### src/rtl/uart_result_sequencer.sv
// rtl/uart_result_sequencer.sv - command-triggered result framer for a byte UART
// Frame: HEADER, result bytes MSB first, modulo-256 sum of the result bytes.
module uart_result_sequencer #(
   parameter int          N_BYTES  = 4,
   parameter logic [7:0]  CMD_BYTE = 8'h52,
   parameter logic [7:0]  HEADER   = 8'hA5,
   parameter int          TIMEOUT  = 1024
) (
   input  logic                   clk,
   input  logic                   rst,
   input  logic                   rx_valid,
   input  logic [7:0]             rx_data,
   output logic                   calc_start,
   input  logic                   calc_done,
   input  logic [8*N_BYTES-1:0]   res_data,
   output logic                   tx_start,
   output logic [7:0]             tx_data,
   input  logic                   tx_busy,
   output logic                   busy,
   output logic                   err_overrun,
   output logic                   err_timeout
);

   localparam int RW = 8 * N_BYTES;
   localparam int CW = $clog2(TIMEOUT + 1);
   localparam int IW = $clog2(N_BYTES + 2);
   localparam logic [CW-1:0] TMO_LAST = CW'(TIMEOUT - 1);
   localparam logic [CW-1:0] TMO_MAX  = CW'(TIMEOUT);
   localparam logic [IW-1:0] IDX_LAST_RES = IW'(N_BYTES);
   localparam logic [IW-1:0] IDX_CSUM     = IW'(N_BYTES + 1);

   typedef enum logic [2:0] {
      S_IDLE,
      S_CALC,
      S_SEND,
      S_ACK,
      S_DRAIN
   } state_t;

   state_t          state_q, state_d;
   logic            calc_start_q, calc_start_d;
   logic [7:0]      tx_data_q, tx_data_d;
   logic [RW-1:0]   shift_q, shift_d;
   logic [IW-1:0]   idx_q, idx_d;
   logic [7:0]      csum_q, csum_d;
   logic [CW-1:0]   cnt_q, cnt_d;
   logic            ovr_q, ovr_d;
   logic            tmo_q, tmo_d;

   logic            cmd_hit;
   logic            tmo_hit;
   logic [7:0]      top_byte;

   assign cmd_hit  = rx_valid && (rx_data == CMD_BYTE);
   assign tmo_hit  = (cnt_q >= TMO_LAST);
   assign top_byte = shift_q[RW-1 -: 8];

   always_comb begin
      state_d      = state_q;
      calc_start_d = 1'b0;
      tx_data_d    = tx_data_q;
      shift_d      = shift_q;
      idx_d        = idx_q;
      csum_d       = csum_q;
      cnt_d        = cnt_q;
      ovr_d        = ovr_q;
      tmo_d        = tmo_q;

      // Any command seen outside IDLE, including the cycle that returns to IDLE, is dropped.
      if (cmd_hit && (state_q != S_IDLE)) begin
         ovr_d = 1'b1;
      end

      case (state_q)
         S_IDLE: begin
            if (cmd_hit) begin
               state_d      = S_CALC;
               calc_start_d = 1'b1;
               ovr_d        = 1'b0;
               tmo_d        = 1'b0;
               cnt_d        = '0;
            end
         end
         S_CALC: begin
            if (calc_done) begin
               state_d   = S_SEND;
               tx_data_d = HEADER;
               shift_d   = res_data;
               idx_d     = '0;
               csum_d    = 8'h00;
            end else if (tmo_hit) begin
               state_d = S_IDLE;
               tmo_d   = 1'b1;
            end else if (cnt_q != TMO_MAX) begin
               cnt_d = cnt_q + CW'(1);
            end
         end
         S_SEND: begin
            state_d = S_ACK;
            cnt_d   = '0;
         end
         S_ACK: begin
            if (tx_busy) begin
               state_d = S_DRAIN;
            end else if (tmo_hit) begin
               state_d = S_IDLE;
               tmo_d   = 1'b1;
            end else if (cnt_q != TMO_MAX) begin
               cnt_d = cnt_q + CW'(1);
            end
         end
         S_DRAIN: begin
            if (!tx_busy) begin
               if (idx_q == IDX_CSUM) begin
                  state_d = S_IDLE;
               end else begin
                  state_d = S_SEND;
                  idx_d   = idx_q + IW'(1);
                  // Checksum already holds every result byte once the last one has gone out.
                  if (idx_q == IDX_LAST_RES) begin
                     tx_data_d = csum_q;
                  end else begin
                     tx_data_d = top_byte;
                     shift_d   = shift_q << 8;
                     csum_d    = csum_q + top_byte;
                  end
               end
            end
         end
         default: begin
            state_d = S_IDLE;
         end
      endcase
   end

   always_ff @(posedge clk or negedge rst) begin
      if (!rst) begin
         state_q      <= S_IDLE;
         calc_start_q <= 1'b0;
         tx_data_q    <= 8'h00;
         shift_q      <= '0;
         idx_q        <= '0;
         csum_q       <= 8'h00;
         cnt_q        <= '0;
         ovr_q        <= 1'b0;
         tmo_q        <= 1'b0;
      end else begin
         state_q      <= state_d;
         calc_start_q <= calc_start_d;
         tx_data_q    <= tx_data_d;
         shift_q      <= shift_d;
         idx_q        <= idx_d;
         csum_q       <= csum_d;
         cnt_q        <= cnt_d;
         ovr_q        <= ovr_d;
         tmo_q        <= tmo_d;
      end
   end

   assign calc_start  = calc_start_q;
   assign tx_start    = (state_q == S_SEND);
   assign tx_data     = tx_data_q;
   assign busy        = (state_q != S_IDLE);
   assign err_overrun = ovr_q;
   assign err_timeout = tmo_q;

endmodule

### config.mk
export PLATFORM = sky130hd
export DESIGN_NAME = uart_result_sequencer
export DESIGN_NICKNAME = d
export VERILOG_FILES = /design/src/rtl/uart_result_sequencer.sv
export SDC_FILE = /design/constraint.sdc
export NUM_CORES = 1
export LEC_CHECK = 0
export CORE_UTILIZATION = 40
export DETAILED_ROUTE_END_ITERATION = 6
export SETUP_SLACK_MARGIN = 0.05
export SLEW_MARGIN = 5
export SYNTH_ARGS = -nofsm -noshare
export SYNTH_HDL_FRONTEND = slang
export SYNTH_SLANG_ARGS = --single-unit
### constraint.sdc
create_clock -name clk -period 2.01 [get_ports clk]
set_input_delay 0.402 -clock clk [delete_from_list [all_inputs] [get_ports clk]]
set_output_delay 0.402 -clock clk [all_outputs]
set_load 0.02 [all_outputs]
==> implementation parameters, run 1 <==
Parameter                              Value

Status
  Outcome ... finished clean

Worst hold path
  Class of the most critical hold timing path ... flip-flop to flip-flop
  Min-delay src ... tx_data[6]
  Hold path depth ... 2
  Endpoint with the worst hold slack ... tx_data[6]

Logic synthesis
  Synth Area in Compound Gates ... 0.187
  Synth Flop Type ... dfrtp_1
  Post-synthesis share of cell area spent on full adders, half adders and majority gates ... 0.0474
  Largest cells by area after synthesis ... dfrtp_1 (47%), mux2i_1 (9.5%), nand2_1 (4.5%), ha_1 (4.2%), o21ai_0 (3.5%)
  Synth Net Count ... around 410
  Leading post-synthesis cells by instance count ... dfrtp_1 (68), nand2_1 (43), mux2i_1 (34), o21ai_0 (25), a21oi_1 (15)
  Fraction of post-synthesis cell area in the top cell type by area ... 0.474
  Main combinational cell family by area after synthesis ... compound AO/OA/AOI/OAI gates
  Async set-or-reset flop fraction in the synthesized netlist ... 1.00
  Synthesis warning total ... 0
  Post-synthesis simple-gate area fraction ... 0.136
  Average instance area after synthesis ... slightly above 10 µm²
  Cell count after synthesis ... between 300 and 400
  Mux share of post-synthesis cell area ... 0.101
  Synth Area in XOR/XNOR ... 0.0122
  Mapped Area ... 3590 µm²
  Seq/Total Area, Yosys ... 0.474
  Most frequent cell after synthesis ... dfrtp_1
  Count of cell types in the netlist ... 54
  Area leader, netlist ... dfrtp_1
  Flip-flop and latch count after synthesis ... 68
  Number of flops mapped to enable cells by yosys ... 0

Pwr
  Static Leak ... roughly 2.2 nW
  Power Density ... around 1100 nW/µm²
  Max rail drop VDD ... 0.000426 V

Layout
  Total inserted antenna cells ... 0
  # nets final ... 491
  Finished Layout Cells ... around 550
  Count of filler cells inserted in the layout ... ~770
  FF+latch area ... 1700 µm²
  Syn-to-layout area delta ... 33.9%
  Multi-input logic area ... 1790 µm²
  Final core occ ... 0.551
  Share of layout cells above drive strength 1 ... 0.171

Global routing
  Antenna violations before repair ... 0
  Tot GR Track Use ... 0.188
  Congestion Overflow GR ... 0
  Vias in the first global route ... roughly 3000
  Wire length of the first global-routing pass ... 14200 µm
  Pin count of the biggest net entering global routing ... 43

Worst setup path
  Start-to-end type of the worst setup path ... flip-flop to flip-flop
  Critical Path End Type ... flip-flop
  Launching element type of the critical path ... flip-flop
  Critical path fanouts, max ... 2
  Data arrival, critical path ... 2150 ps
  Crit Reg-Reg Startpoint ... shift_q[24]
  R2R depth ... 7
  CP required ... roughly 2200 ps
  Register-to-register setup slack ... 70 ps
  Endpoint of the lowest-slack register-to-register path ... csum_q[6]

Timing
  Number of max-slew violations in the final report ... 0
  Setup violation total in the final timing report ... 0
  Rel. slew slack ... 0.666
  Share of the clock period used by the worst path after layout ... 0.965
  Number of hold violations in the final report ... 0
  Worst Clk Skew ... roughly 11 ps
  Minimum clock period after layout ... 1940 ps
  Setup repair after global routing missed its margin ... true
  Worst hold-check slack ... about 480 ps
  Accumulated negative setup slack ... 0 ps
  Worst Max-Slew Pin Slew ... 500 ps
  Highest clock rate ... 515 MHz

Place
  Post-detailed-placement half-perimeter wirelength ... 5800 µm
  Cells after DPL ... 528
  Port-buffer cells ... 57
  RePlAce Congestion ... a little under 0.8

Die
  Chip width ... 96.7 µm
  Effective utilization at floorplan ... 0.411
  Die H ... 96.7 µm
  Total core area ... 8720 µm²
  Number of primary I/O pins ... 58
  Die Area ... 9350 µm²
  Placement Rows ... 34

Detailed routing
  Total wirelength of the detailed-routed design ... 8000 µm
  Total via count in the routed design ... slightly below 3000
  Average wire per standard cell ... around 15 µm
  Number of DRC violations after detailed-routing iteration 0 ... 69
  Detail-routed via count per cell ... 5.28
  Remaining DRCs ... 0
  Number of iterations in the first detailed-routing pass ... 4
  Antenna-violating nets left ... 0

CTS
  Clock insertion delay at the later pin of the skew report ... between 300 and 400 ps
  CTS clock-pin slew for the worst setup and hold paths ... 70 ps
  Number of buffers created by CTS ... 9
  Maximum level of the CTS H-tree ... 3
  Sinks on Clock Net ... between 60 and 70
  CTS tree ... done
  Root buf cell ... clkbuf_8
  Max Root-Sink Buffers ... 2

Job
  Number of maximum-capacitance constraint violations ... 0
## sequential cells by signal, summed over array words and instances (netlist names), named ones only
register,flops
tx_data,8
state_q,3
idx_q,3
cnt_q,11
shift_q,32
calc_start,1
err_timeout,1
csum_q,8
## timing repair
item                                    4_1_cts  5_1_grt
pin swaps                                     1        5
setup buffers                                 0        1
hold buffers                                  1        0
endpoints found under the setup margin        4       18
endpoints found under the hold margin        14        0
resized for setup                             6       10
## area by class of cell
type,instances,area share
clock buffer,12,0.0323
clock inverter,4,0.0198
inverter,9,0.00703
multi-input combinational,251,0.373
sequential,68,0.355
tap,108,0.0281
timing repair buffer,94,0.185
## through the flow
stage	worst slack, ps	total power, mW	area (µm²)
global route	12.4	5.53	4810
finish	70.0	5.16	4810
global placement	-202	3.71	4500
CTS	55.0	5.19	4770
floorplan	62.6	3.08	3590
detailed placement	-286	3.76	4500
## worst max path at each step
stage                            from         to  slack [ps]  cells past startpoint
after global routing      shift_q[24]  csum_q[6]          10                      7
after detailed placement   rx_data[2]   cnt_q[0]        -290                      6
after floorplan           shift_q[24]  csum_q[6]          60                      7
after global placement     rx_data[2]   cnt_q[9]        -200                      6
final                     shift_q[24]  csum_q[6]          70                      7
after CTS                 shift_q[24]  csum_q[6]          60                      7
## cell families after synthesis
family / count (synthesis)
buf+inv: 28
fa+ha+maj: 13
mux: 36
compound gates: 102
xor+xnor: 5
flops: 68
simple gates: 95
## placed cells by master, fill, tap and decap left out, types with 3 or more instances in the layout
cell type / n
o21ai_0: 25
nand2_1: 43
clkbuf_8: 11
or3_1: 3
inv_1: 9
nand3_1: 4
a211oi_1: 3
bufinv_16: 3
mux2i_1: 34
o21a_1: 3
nor2_1: 14
dfrtp_1: 66
o21ai_1: 14
clkdlybuf4s50_1: 54
nor3b_1: 3
o31ai_1: 3
a21oi_1: 13
xnor2_1: 4
buf_4: 32
a22o_1: 12
and3_1: 3
ha_1: 11
nor2b_1: 4
nand4_1: 3
a21o_1: 5
a31oi_1: 5
buf_12: 4
## metal layers
| metal | part of all wire | GRT usage | routed length [µm] |
|---|---|---|---|
| met1 | 0.48 | 0.242 | 3810 |
| met2 | 0.45 | 0.300 | 3580 |
| met3 | 0.051 | 0.0434 | 406 |
| met4 | 0.025 | 0.0873 | 204 |
| met5 | 0 | 0 | 0 |
## power by group
part / total [mW] / internal [mW] / switching (mW) / leakage [nW]
clock network: 1.42 / 0.891 / 0.525 / 0.127
logic: 1.69 / 0.816 / 0.875 / 1.16
registers: 2.05 / 1.76 / 0.294 / 0.871
total: 5.16 / 3.46 / 1.69 / 2.16
## critical path, stage by stage, from the launching register on
cell	delay [ps]
dfrtp_1	390
ha_2	200
fa_2	340
a21o_1	160
a21o_1	180
a21oi_2	150
and4bb_2	240
nand3b_1	150
Power figures use the tool's default switching activity.
==> run 2, diff against run 1 <==
Settings changed: MAX_ROUTING_LAYER set to met4.
Clock period 2.01 ns to 1.6 ns, I/O delays scaled along.
==> run 2 against run 1 <==
  * The flow now finishes with violations (setup timing)
  * Global-route usage is 3.9 points higher
  * Utilization is 10 points higher
  * Die area stayed put
  * Maximum frequency is 2.3% lower
  * Largest power group is now combinational logic
  * Highest routed layer unchanged
  * Clock power is 14% lower
  * Combinational power is 98% higher
  * Setup slack worse by 460 ps
  * Non-clock buffer count is 70 higher
  * Critical path type unchanged
  * Register-to-register slack worse by 460 ps
  * Total power is 38% higher
==> implementation parameters, run 2 (synthesis gave the netlist of run 1 again) <==
Parameter                              Value

CTS
  Number of buffers created by CTS ... 9 (unchanged)
  CTS tree ... done (unchanged)
  CTS clock-pin slew for the worst setup and hold paths ... 80 ps (was 70 ps)
  Maximum level of the CTS H-tree ... 3 (unchanged)
  Root buf cell ... clkbuf_8 (unchanged)
  Clock insertion delay at the later pin of the skew report ... 350 ps (was 340 ps)
  Sinks on Clock Net ... 68 (unchanged)
  Max Root-Sink Buffers ... 2 (unchanged)

Layout
  Most frequent standard cell in the layout excluding fill and tap cells ... dfrtp_1 (unchanged)
  Total inserted antenna cells ... 0 (unchanged)
  Register with the most flip-flops ... shift_q (unchanged)
  Most frequent cells in the layout ... dfrtp_1 (68), buf_4 (64), clkdlybuf4s50_1 (39), mux2i_1 (34), buf_6 (29) (was dfrtp_1 (66), clkdlybuf4s50_1 (54), nand2_1 (43), mux2i_1 (34), buf_4 (32))
  Share of layout cells above drive strength 1 ... 0.390 (was 0.171)
  Syn-to-layout area delta ... 58.2% (was 33.9%)
  Final core occ ... 0.651 (was 0.551)
  # nets final ... 562 (was 491)
  Flip-flop count of the largest register, all copies and words added ... 32 (unchanged)
  Largest registers in the final layout ... shift_q x32, cnt_q x11 (unchanged)

Worst hold path
  Class of the most critical hold timing path ... input port to async pin (was flip-flop to flip-flop)

Timing
  Smallest setup slack after layout ... -386 ps (was 70.0 ps)
  Share of the clock period used by the worst path after layout ... 1.24 (was 0.965)
  Minimum clock period after layout ... 1990 ps (was 1940 ps)
  Worst Clk Skew ... 6.38 ps (was 11.1 ps)
  Highest clock rate ... 504 MHz (was 515 MHz)
  Number of hold violations in the final report ... 0 (unchanged)
  Worst Max-Slew Pin Slew ... 381 ps (was 500 ps)
  Setup violation total in the final timing report ... 66 (was 0)
  Rel. slew slack ... 0.746 (was 0.666)
  Worst hold-check slack ... 421 ps (was 482 ps)
  Number of max-slew violations in the final report ... 0 (unchanged)
  Setup repair after global routing missed its margin ... true (unchanged)

Die
  Placement Rows ... 34 (unchanged)
  Chip width ... 96.7 µm (unchanged)
  Number of primary I/O pins ... 58 (unchanged)
  Die Area ... 9350 µm² (unchanged)
  Total core area ... 8720 µm² (unchanged)
  Effective utilization at floorplan ... 0.411 (unchanged)
  Die H ... 96.7 µm (unchanged)

Pwr
  Power Density ... 1260 nW/µm² (was 1070 nW/µm²)
  Max rail drop VDD ... 0.000721 V (was 0.000426 V)
  Static Leak ... 2.61 nW (was 2.16 nW)
  Tot Pwr ... 7.13 mW (was 5.16 mW)

Global routing
  Pin count of the biggest net entering global routing ... 31 (was 43)
  Antenna violations before repair ... 0 (unchanged)
  Congestion Overflow GR ... 0 (unchanged)
  Tot GR Track Use ... 0.227 (was 0.188)
  Wire length of the first global-routing pass ... 16600 µm (was 14200 µm)
  Vias in the first global route ... 3423 (was 3022)

Worst setup path
  Category of cells accounting for the largest share of critical-path delay ... adder cells (unchanged)
  Crit Reg-Reg Startpoint ... shift_q[24] (unchanged)
  Most used cell, CP ... a21o_1 (unchanged)
  Critical-path cell list ... ha_2, fa_2, a21o_1, a21o_1, a21oi_2, and4bb_2, nand3b_1 (unchanged)
  Highest-delay cell along the critical path ... dfrtp_1 (unchanged)
  CP required ... 1820 ps (was 2220 ps)
  R2R depth ... 7 (unchanged)
  Start-to-end type of the worst setup path ... flip-flop to flip-flop (unchanged)
  Endpoint of the lowest-slack register-to-register path ... csum_q[6] (unchanged)
  Crit path capture ... csum_q[6] (unchanged)
  Critical Path End Type ... flip-flop (unchanged)
  Critical path fanouts, max ... 2 (unchanged)
  Slowest stage delay, CP ... 390 ps (about the same)
  Cell count along the critical path ... 7 (unchanged)
  Register-to-register setup slack ... -390 ps (was 70 ps)
  Number of buffer and inverter stages on the critical path ... 0 (unchanged)
  Data arrival, critical path ... 2210 ps (was 2150 ps)
  Launching element type of the critical path ... flip-flop (unchanged)
  Worst setup path startpoint ... shift_q[24] (unchanged)

Detailed routing
  Total via count in the routed design ... 3280 (was 2882)
  Total wirelength of the detailed-routed design ... 10200 µm (was 8000 µm)
  Antenna-violating nets left ... 0 (unchanged)
  Number of iterations in the first detailed-routing pass ... 4 (unchanged)
  Detail-routed via count per cell ... 5.32 (was 5.28)
  Remaining DRCs ... 0 (unchanged)
  Average wire per standard cell ... 16.5 µm (was 14.7 µm)
  Number of DRC violations after detailed-routing iteration 0 ... 92 (was 69)

Status
  Outcome ... complete, but fails checks (was finished clean)
  Violations in the final reports ... setup timing

Place
  RePlAce Congestion ... 0.790 (was 0.791)
  Post-detailed-placement half-perimeter wirelength ... 6860 µm (was 5800 µm)
  Pre-CTS setup slack ... -505 ps (was -286 ps)
  Port-buffer cells ... 57 (unchanged)

Job
  Number of maximum-capacitance constraint violations ... 0 (unchanged)
## run 2: cell types whose count changed in the layout (fill, tap and decap cells not counted), moves of 8 or more
cell / delta
buf_8: +8
nand2_2: +18
o21ai_1: +10
dlygate4sd2_1: +14
clkdlybuf4s50_1: -15
nand2_1: -18
buf_6: +29
o21ai_2: +11
o21ai_0: -21
buf_4: +32
## run 2: layout make-up
type	instances	area [µm²]
inverters	9	33.8
clock inverters	5	30.0
multi-input cells	252	2050
clock buffers	10	128
repair buffers	164	1600
fillers	686	3050
well taps	108	135
flip-flops and latches	68	1700
## run 2: worst min-delay path by stage
| stage | startpoint | to | slack [ps] |
|---|---|---|---|
| finish | rst | cnt_q[3] | 420 |
| CTS | rst | cnt_q[3] | 420 |
| detailed placement | rst | idx_q[1] | 260 |
| global route | rst | cnt_q[6] | 440 |
| floorplan | rst | async pin | 20 |
| global placement | rst | tx_data[4] | 260 |
## run 2: stage by stage
stage          setup TNS (ps)  area (µm²)  cells
4_1_cts                 -6670        5480    610
3_3_place_gp           -19380        4900    573
3_5_place_dp           -19550        4900    573
6_report               -12820        5680    616
2_1_floorplan           -2850        3670    347
5_1_grt                -15920        5680    616
## run 2: routing by layer
layer  wire, µm  share of wire  vias up  global-route usage
li1           -              -     1583                   -
met5          0              0        -                   -
met1       4750           0.47     1617               0.295
met4        149          0.015        0              0.0758
met3        347          0.034       12              0.0448
met2       4930           0.48       68               0.355
## run 2: power breakdown
| part | leakage [nW] | switching, mW | internal (mW) | total, mW |
|---|---|---|---|---|
| registers | 0.874 | 0.351 | 2.20 | 2.56 |
| clock network | 0.0779 | 0.675 | 0.546 | 1.22 |
| logic | 1.66 | 1.59 | 1.76 | 3.35 |
| total | 2.61 | 2.62 | 4.51 | 7.13 |
## run 2: what timing repair did
action                                  in CTS  in global routing
buffers inserted                            17                 11
endpoints found under the hold margin       12                  0
cloned                                       5                  0
endpoints found under the setup margin      78                 67
pin swaps                                   32                 21
hold buffers                                 1                  0
gates resized for setup                    106                 39
